--- src/rtl/bus_arbiter_if.sv ---
// Shared-bus arbitration signals grouped into one bundle.
// The slave modport is the arbiter's view; master is the view of the requesting
// masters and the shared-bus monitor that drives the observed bus lines.
interface bus_arbiter_if;
    logic [3:0] request;
    logic [3:0] granted;
    logic       beginTransactionIn;
    logic       endTransactionIn;
    logic       dataValidIn;
    logic       errorIn;
    logic       endTransactionOut;
    logic       errorOut;
    logic [1:0] activeMaster;
    logic       busOwned;

    modport slave (
        input  request, beginTransactionIn, endTransactionIn, dataValidIn, errorIn,
        output granted, endTransactionOut, errorOut, activeMaster, busOwned
    );

    modport master (
        output request, beginTransactionIn, endTransactionIn, dataValidIn, errorIn,
        input  granted, endTransactionOut, errorOut, activeMaster, busOwned
    );
endinterface

--- src/rtl/bus_arbiter.sv ---
// Four-master round-robin bus arbiter with a begin-transaction timeout and an
// idle-bus watchdog that aborts a stalled transaction.
// Every output is a flop loaded from the next-state logic, so no input reaches
// an output combinationally.
module bus_arbiter #(
    parameter int GRANT_TIMEOUT = 16,
    parameter int BUS_TIMEOUT   = 255
) (
    input  logic           clock,
    input  logic           reset,
    bus_arbiter_if.slave   bus
);

    typedef enum logic [2:0] {IDLE, GRANT, WAIT_BEGIN, OWNED, ABORT} state_t;

    // Last counted cycle before each timeout fires.
    localparam logic [7:0] GRANT_LAST = 8'(GRANT_TIMEOUT - 1);
    localparam logic [7:0] BUS_LAST   = 8'(BUS_TIMEOUT - 1);

    state_t     state, next_state;
    logic [1:0] last_grant, next_last_grant;
    logic [1:0] owner, next_owner;
    logic [7:0] wait_count, next_wait_count;
    logic [7:0] watchdog, next_watchdog;
    logic [1:0] winner, candidate;
    logic       found;

    // Round-robin pick: first requester searching upward from last_grant + 1.
    always_comb begin
        // NOTE: every signal written here gets a default first so no latch is inferred.
        winner    = last_grant;
        candidate = '0;
        found     = 1'b0;
        for (int i = 1; i <= 4; i++) begin
            candidate = last_grant + 2'(i);
            if (!found && bus.request[candidate]) begin
                winner = candidate;
                found  = 1'b1;
            end
        end
    end

    // Next-state, owner latch and timeout counters.
    always_comb begin
        next_state      = state;
        next_owner      = owner;
        next_last_grant = last_grant;
        next_wait_count = wait_count;
        next_watchdog   = watchdog;
        case (state)
            IDLE: begin
                if (|bus.request) begin
                    next_state      = GRANT;
                    next_owner      = winner;
                    next_last_grant = winner;
                end
            end
            GRANT: begin
                next_state      = WAIT_BEGIN;
                next_wait_count = '0;
            end
            WAIT_BEGIN: begin
                // A begin on the last allowed cycle still wins over the timeout.
                if (bus.beginTransactionIn) begin
                    next_state    = bus.endTransactionIn ? IDLE : OWNED;
                    next_watchdog = '0;
                end else if (wait_count == GRANT_LAST) begin
                    next_state = IDLE;
                end else begin
                    next_wait_count = wait_count + 8'd1;
                end
            end
            OWNED: begin
                if (bus.endTransactionIn || bus.errorIn) begin
                    next_state = IDLE;
                end else if (bus.dataValidIn) begin
                    next_watchdog = '0;
                end else if (watchdog == BUS_LAST) begin
                    next_state = ABORT;
                end else begin
                    next_watchdog = watchdog + 8'd1;
                end
            end
            // End-of-transaction seen during the abort cycle changes nothing.
            ABORT:   next_state = IDLE;
            default: next_state = IDLE;
        endcase
    end

    // State and counter registers; reset leaves master 0 first in line.
    always_ff @(posedge clock or negedge reset) begin
        if (!reset) begin
            state      <= IDLE;
            owner      <= '0;
            last_grant <= 2'd3;
            wait_count <= '0;
            watchdog   <= '0;
        end else begin
            // NOTE: sequential state uses non-blocking assignments so every flop samples pre-edge values.
            state      <= next_state;
            owner      <= next_owner;
            last_grant <= next_last_grant;
            wait_count <= next_wait_count;
            watchdog   <= next_watchdog;
        end
    end

    // Output flops, loaded from the state being entered so they align with it.
    always_ff @(posedge clock or negedge reset) begin
        if (!reset) begin
            bus.granted           <= '0;
            bus.busOwned          <= 1'b0;
            bus.endTransactionOut <= 1'b0;
            bus.errorOut          <= 1'b0;
        end else begin
            bus.granted           <= (next_state == GRANT) ? (4'b0001 << next_owner) : 4'b0000;
            bus.busOwned          <= (next_state != IDLE);
            bus.endTransactionOut <= (next_state == ABORT);
            bus.errorOut          <= (next_state == ABORT);
        end
    end

    assign bus.activeMaster = owner;

endmodule

--- src/flat_wrapper.sv ---
// flat-port wrapper written by rule: the top's interface ports become plain ports
module bus_arbiter_flat 
#(
    parameter int GRANT_TIMEOUT = 16,
    parameter int BUS_TIMEOUT   = 255
)
  (clock, reset, bus_request, bus_beginTransactionIn, bus_endTransactionIn, bus_dataValidIn, bus_errorIn, bus_granted, bus_endTransactionOut, bus_errorOut, bus_activeMaster, bus_busOwned);
  bus_arbiter_if bus_i ();
  input  logic clock;
  input  logic reset;
  input wire logic [$bits(bus_i.request)-1:0] bus_request;
  input wire logic [$bits(bus_i.beginTransactionIn)-1:0] bus_beginTransactionIn;
  input wire logic [$bits(bus_i.endTransactionIn)-1:0] bus_endTransactionIn;
  input wire logic [$bits(bus_i.dataValidIn)-1:0] bus_dataValidIn;
  input wire logic [$bits(bus_i.errorIn)-1:0] bus_errorIn;
  output wire logic [$bits(bus_i.granted)-1:0] bus_granted;
  output wire logic [$bits(bus_i.endTransactionOut)-1:0] bus_endTransactionOut;
  output wire logic [$bits(bus_i.errorOut)-1:0] bus_errorOut;
  output wire logic [$bits(bus_i.activeMaster)-1:0] bus_activeMaster;
  output wire logic [$bits(bus_i.busOwned)-1:0] bus_busOwned;
  assign bus_i.request = bus_request;
  assign bus_i.beginTransactionIn = bus_beginTransactionIn;
  assign bus_i.endTransactionIn = bus_endTransactionIn;
  assign bus_i.dataValidIn = bus_dataValidIn;
  assign bus_i.errorIn = bus_errorIn;
  assign bus_granted = bus_i.granted;
  assign bus_endTransactionOut = bus_i.endTransactionOut;
  assign bus_errorOut = bus_i.errorOut;
  assign bus_activeMaster = bus_i.activeMaster;
  assign bus_busOwned = bus_i.busOwned;
  bus_arbiter #(.GRANT_TIMEOUT(GRANT_TIMEOUT), .BUS_TIMEOUT(BUS_TIMEOUT)) u_core (.clock(clock), .reset(reset), .bus(bus_i));
endmodule
--- config.mk ---
export PLATFORM = sky130hd
export DESIGN_NAME = bus_arbiter_flat
export DESIGN_NICKNAME = d
export VERILOG_FILES = /design/src/rtl/bus_arbiter_if.sv /design/src/rtl/bus_arbiter.sv /design/src/flat_wrapper.sv
export SDC_FILE = /design/constraint.sdc
export NUM_CORES = 1
export LEC_CHECK = 0
export ABC_AREA = 1
export CORE_ASPECT_RATIO = 2
export CORE_UTILIZATION = 50
export CTS_BUF_LIST = sky130_fd_sc_hd__clkbuf_8
export DETAILED_ROUTE_END_ITERATION = 10
export DONT_BUFFER_PORTS = 1
export GPL_ROUTABILITY_DRIVEN = 0
export PLACE_DENSITY_LB_ADDON = 0.2
export SYNTH_ARGS = -nofsm -noshare
export SYNTH_HDL_FRONTEND = slang
export SYNTH_SLANG_ARGS = --single-unit
export TNS_END_PERCENT = 30
--- constraint.sdc ---
create_clock -name clock -period 3 [get_ports clock]
set_input_delay 0.45 -clock clock [delete_from_list [all_inputs] [get_ports clock]]
set_output_delay 0.45 -clock clock [all_outputs]
set_load 0.05 [all_outputs]
==> metrics.md <==
| Metric | Value |
|---|---|
| Status | finished, violations left |
| Failing checks | design-rule violations |
| Max_slew headroom | 0.424 |
| VDD IR-drop max | 0.000846 V |
| Fin crit period | about 1.7 ns |
| RSZ-0062 raised after global routing | false |
| Die footprint | between 0.003 and 0.004 mm2 |
| Final setup TNS | 0 ns |
| I/O pins | 19 |
| CP startpoint kind | register |
| Max FO, Critical Path | 3 |
| CTS max path bufs | 2 |
| Initial antenna violation count | 0 |
| Met3 routed wirelength | roughly 130 um |
| Die height | approximately 85 um |
| Initial core utilization | 0.537 |
| CTS H-tree lvls | 2 |
| First-pass GRT wire length | just over 6000 um |
| Clock Latency Late Sink | 0.28 ns |
| CP required | between 3 and 4 ns |
| Number of global-route vias before repair | 1541 |
| CP max stage delay | roughly 0.4 ns |
| Synth warn | 0 |
| Rows | 29 |
| Grt ovf | 0 |
| WL met1 | around 1300 um |
| Routed vias/inst | ~5.4 |
| Post-synthesis instance total | between 200 and 250 |
| CP Capture Type | register |
| Hold Violations, Final | 0 |
| Seq/Total Area, Yosys | 0.420 |
| Largest area contributor in the netlist | dfrtp_1 |
| Vias after detailed routing | approximately 1500 |
| WL per Instance | 12.6 um |
| Pre-CTS worst setup slack | between 1 and 1.5 ns |
| Root Driver | clkbuf_8 |
| Actual slew at the worst max-slew pin | slightly below 0.9 ns |
| Final nets | ~250 |
| Top-count cell post-synth | nand2_1 |
| Setup ws final | around 1.3 ns |
| Max frequency | 590 MHz |
| Max-cap violation count | 0 |
| Final worst-path cycle share | 0.565 |
| Die Wd | 43.6 um |
| WHS | 0.396 ns |
| Highest Signal Layer | met4 |
| Crit path buffers/inverters | 2 |
| Number of flops mapped to enable cells by yosys | 0 |
| DR iter-0 viols | 22 |
| Cell Pwr Density | slightly above 900 mW/mm2 |
| Kind of critical path | register to register |
| Core area | 0.00323 mm2 |
| Synth cell count leaders | 62 x nand2_1, 31 x inv_1, 27 x dfrtp_1, 27 x nor2_1, 15 x o21ai_0 |
| Clock Sinks | 29 |
| Largest net degree at the start of global routing | 29 |
| Met2 wire len | around 1900 um |
| Synth-to-layout area growth | 8.44% |
| Mean Syn Cell Area | 7.47 um2 |
| DR DRC count | 1 |
| Final core utilization | 0.582 |
| Slowest CP cell | dfrtp_1 |
| Total Wirelength | approximately 3400 um |
| CTS tree | built |
| GRT Util Overall | 0.221 |
| HPWL Detailed | 2650 um |
| Synthesized area | ~0.0017 mm2 |
| Setup violations, final | 0 |
| Lkg Pwr | 0.920 nW |
| Yosys cell types | 27 |
| CTS clock-pin slew for the worst setup and hold paths | around 0.060 ns |
| Buffers on Ports | 0 |
| Filler Cell Count | 330 |
| Post-Route Skew | approximately 0.0087 ns |
| Synth Net Count | between 200 and 250 |
| Cts repair resizes | 0 |
| Worst EP arrival | roughly 1.8 ns |
| Top post-synthesis cells by area | dfrtp_1 39%, nand2_1 13%, inv_1 6.7%, nor2_1 5.8%, nand2_2 4.3% |
| Antenna diodes | 0 |
| CTS Buf Count | 5 |
| Async set-or-reset flop fraction in the synthesized netlist | 1.00 |
| Min-Delay Path Class | input pin to register |
| Flops & latches, synth | 29 |
| CP Cell Sequence | inv_1, ha_1, inv_1, nor3_1, nand2_1, nand3_1, o21ai_0, nor3_1, nand3_1 |
| DRT Pass-1 Iters | 7 |
| Fin. max-slew vios | 0 |
| CP top delay family | simple AND/OR/NAND/NOR gates |
| Yosys top cell area share | 0.390 |
| Layout cell share with drive strength beyond 1 | 0.141 |
| Ys flop type | dfrtp_1 |
| Antenna Nets Post-Route | 0 |
==> worst min-delay path, cell delays in order <==
cell and delay [ns]:
nor2_1 0.04, inv_1 0.08, nor2_1 0.06
==> per-stage QoR <==
step / power, mW / instances / area, um2
after detailed placement: 1.43 / 261 / 1750
after global placement: 1.43 / 261 / 1750
after global routing: 1.90 / 272 / 1880
after floorplan: 1.30 / 232 / 1730
final: 1.74 / 272 / 1880
after CTS: 1.76 / 271 / 1870
==> layer usage <==
| layer | global-route usage | vias to the layer above |
|---|---|---|
| met5 | 0 | - |
| met4 | 0.131 | 0 |
| li1 | - | 744 |
| met3 | 0.0511 | 6 |
| met2 | 0.402 | 29 |
| met1 | 0.213 | 678 |
==> where the power goes <==
group          internal, mW  leakage [nW]  switching [mW]
Sequential            0.489         0.384           0.226
Combinational         0.227         0.492           0.492
Clock                 0.159        0.0439           0.149
==> sequential cells by signal, indices dropped and copies added (netlist names) <==
name / flops
u_core.bus.activeMaster: 2
u_core.last_grant: 2
u_core.wait_count: 8
u_core.bus.busOwned: 1
u_core.bus.granted: 4
u_core.watchdog: 8
u_core.bus.endTransactionOut: 1
u_core.state: 3
==> logic make-up after synthesis <==
logic type | after synthesis | synth area share
DFF | 29 | 0.420
buffers and inverters | 37 | 0.0924
AOI/OAI and AO/OA | 27 | 0.0844
xor gates and xnor gates | 8 | 0.0404
and+or+nand+nor | 128 | 0.341
adders and majority gates | 3 | 0.0216
==> cells in the final DEF (no fill, tap or decap) <==
cell           count
inv_1             31
nand4_1            4
a21oi_1            8
xnor2_1            1
dfstp_2            2
a31oi_1            1
or2_2              1
clkbuf_8           5
nor3_4             1
nand2_4            2
nand3_1           13
nor4_1             1
inv_4              2
nor4_4             1
buf_12             1
clkinv_2           2
xor2_1             7
ha_1               3
inv_6              1
nand2_2           12
clkinvlp_4         1
o21a_1             1
o21ai_0           15
dlygate4sd3_1      2
dfrtp_1           27
nor2_1            27
inv_2              1
nor3_1             4
nand2_1           62
o21ai_2            2
==> layout make-up <==
cell class                 count  area (um2)  area share
clock inverter                 3        17.5     0.00931
clock buffer                   5        68.8      0.0366
sequential                    29         728       0.387
multi-input combinational    166         846       0.450
inverter                      35         141      0.0752
timing repair buffer           3        40.0      0.0213
tap                           31        38.8      0.0206
==> path summary, 6_finish.rpt <==
kind                                                 from                               end  slack (ns)  cells after the start
hold reg to reg            u_core.watchdog[3]$_DFFE_PN0P_    u_core.watchdog[3]$_DFFE_PN0P_        0.53                      1
setup / recovery           u_core.watchdog[0]$_DFFE_PN0P_     u_core.bus.busOwned$_DFF_PN0_        1.30                      9
hold / removal                       bus_endTransactionIn         u_core.state[2]$_DFF_PN0_        0.40                      3
setup reg to reg           u_core.watchdog[0]$_DFFE_PN0P_     u_core.bus.busOwned$_DFF_PN0_        1.30                      9
max in group asynchronous                           reset  u_core.last_grant[1]$_DFFE_PN1P_        2.16                      2
min in group asynchronous                           reset  u_core.last_grant[0]$_DFFE_PN1P_        0.57                      1
==> what timing repair did <==
action / 4_1_cts / 5_1_grt
hold endpoints to repair: 28 / 1
setup buffers: 0 / 0
setup endpoints to repair: 0 / 0
hold buffers: 2 / 1
Note: power is estimated with default switching activity, not from simulation.
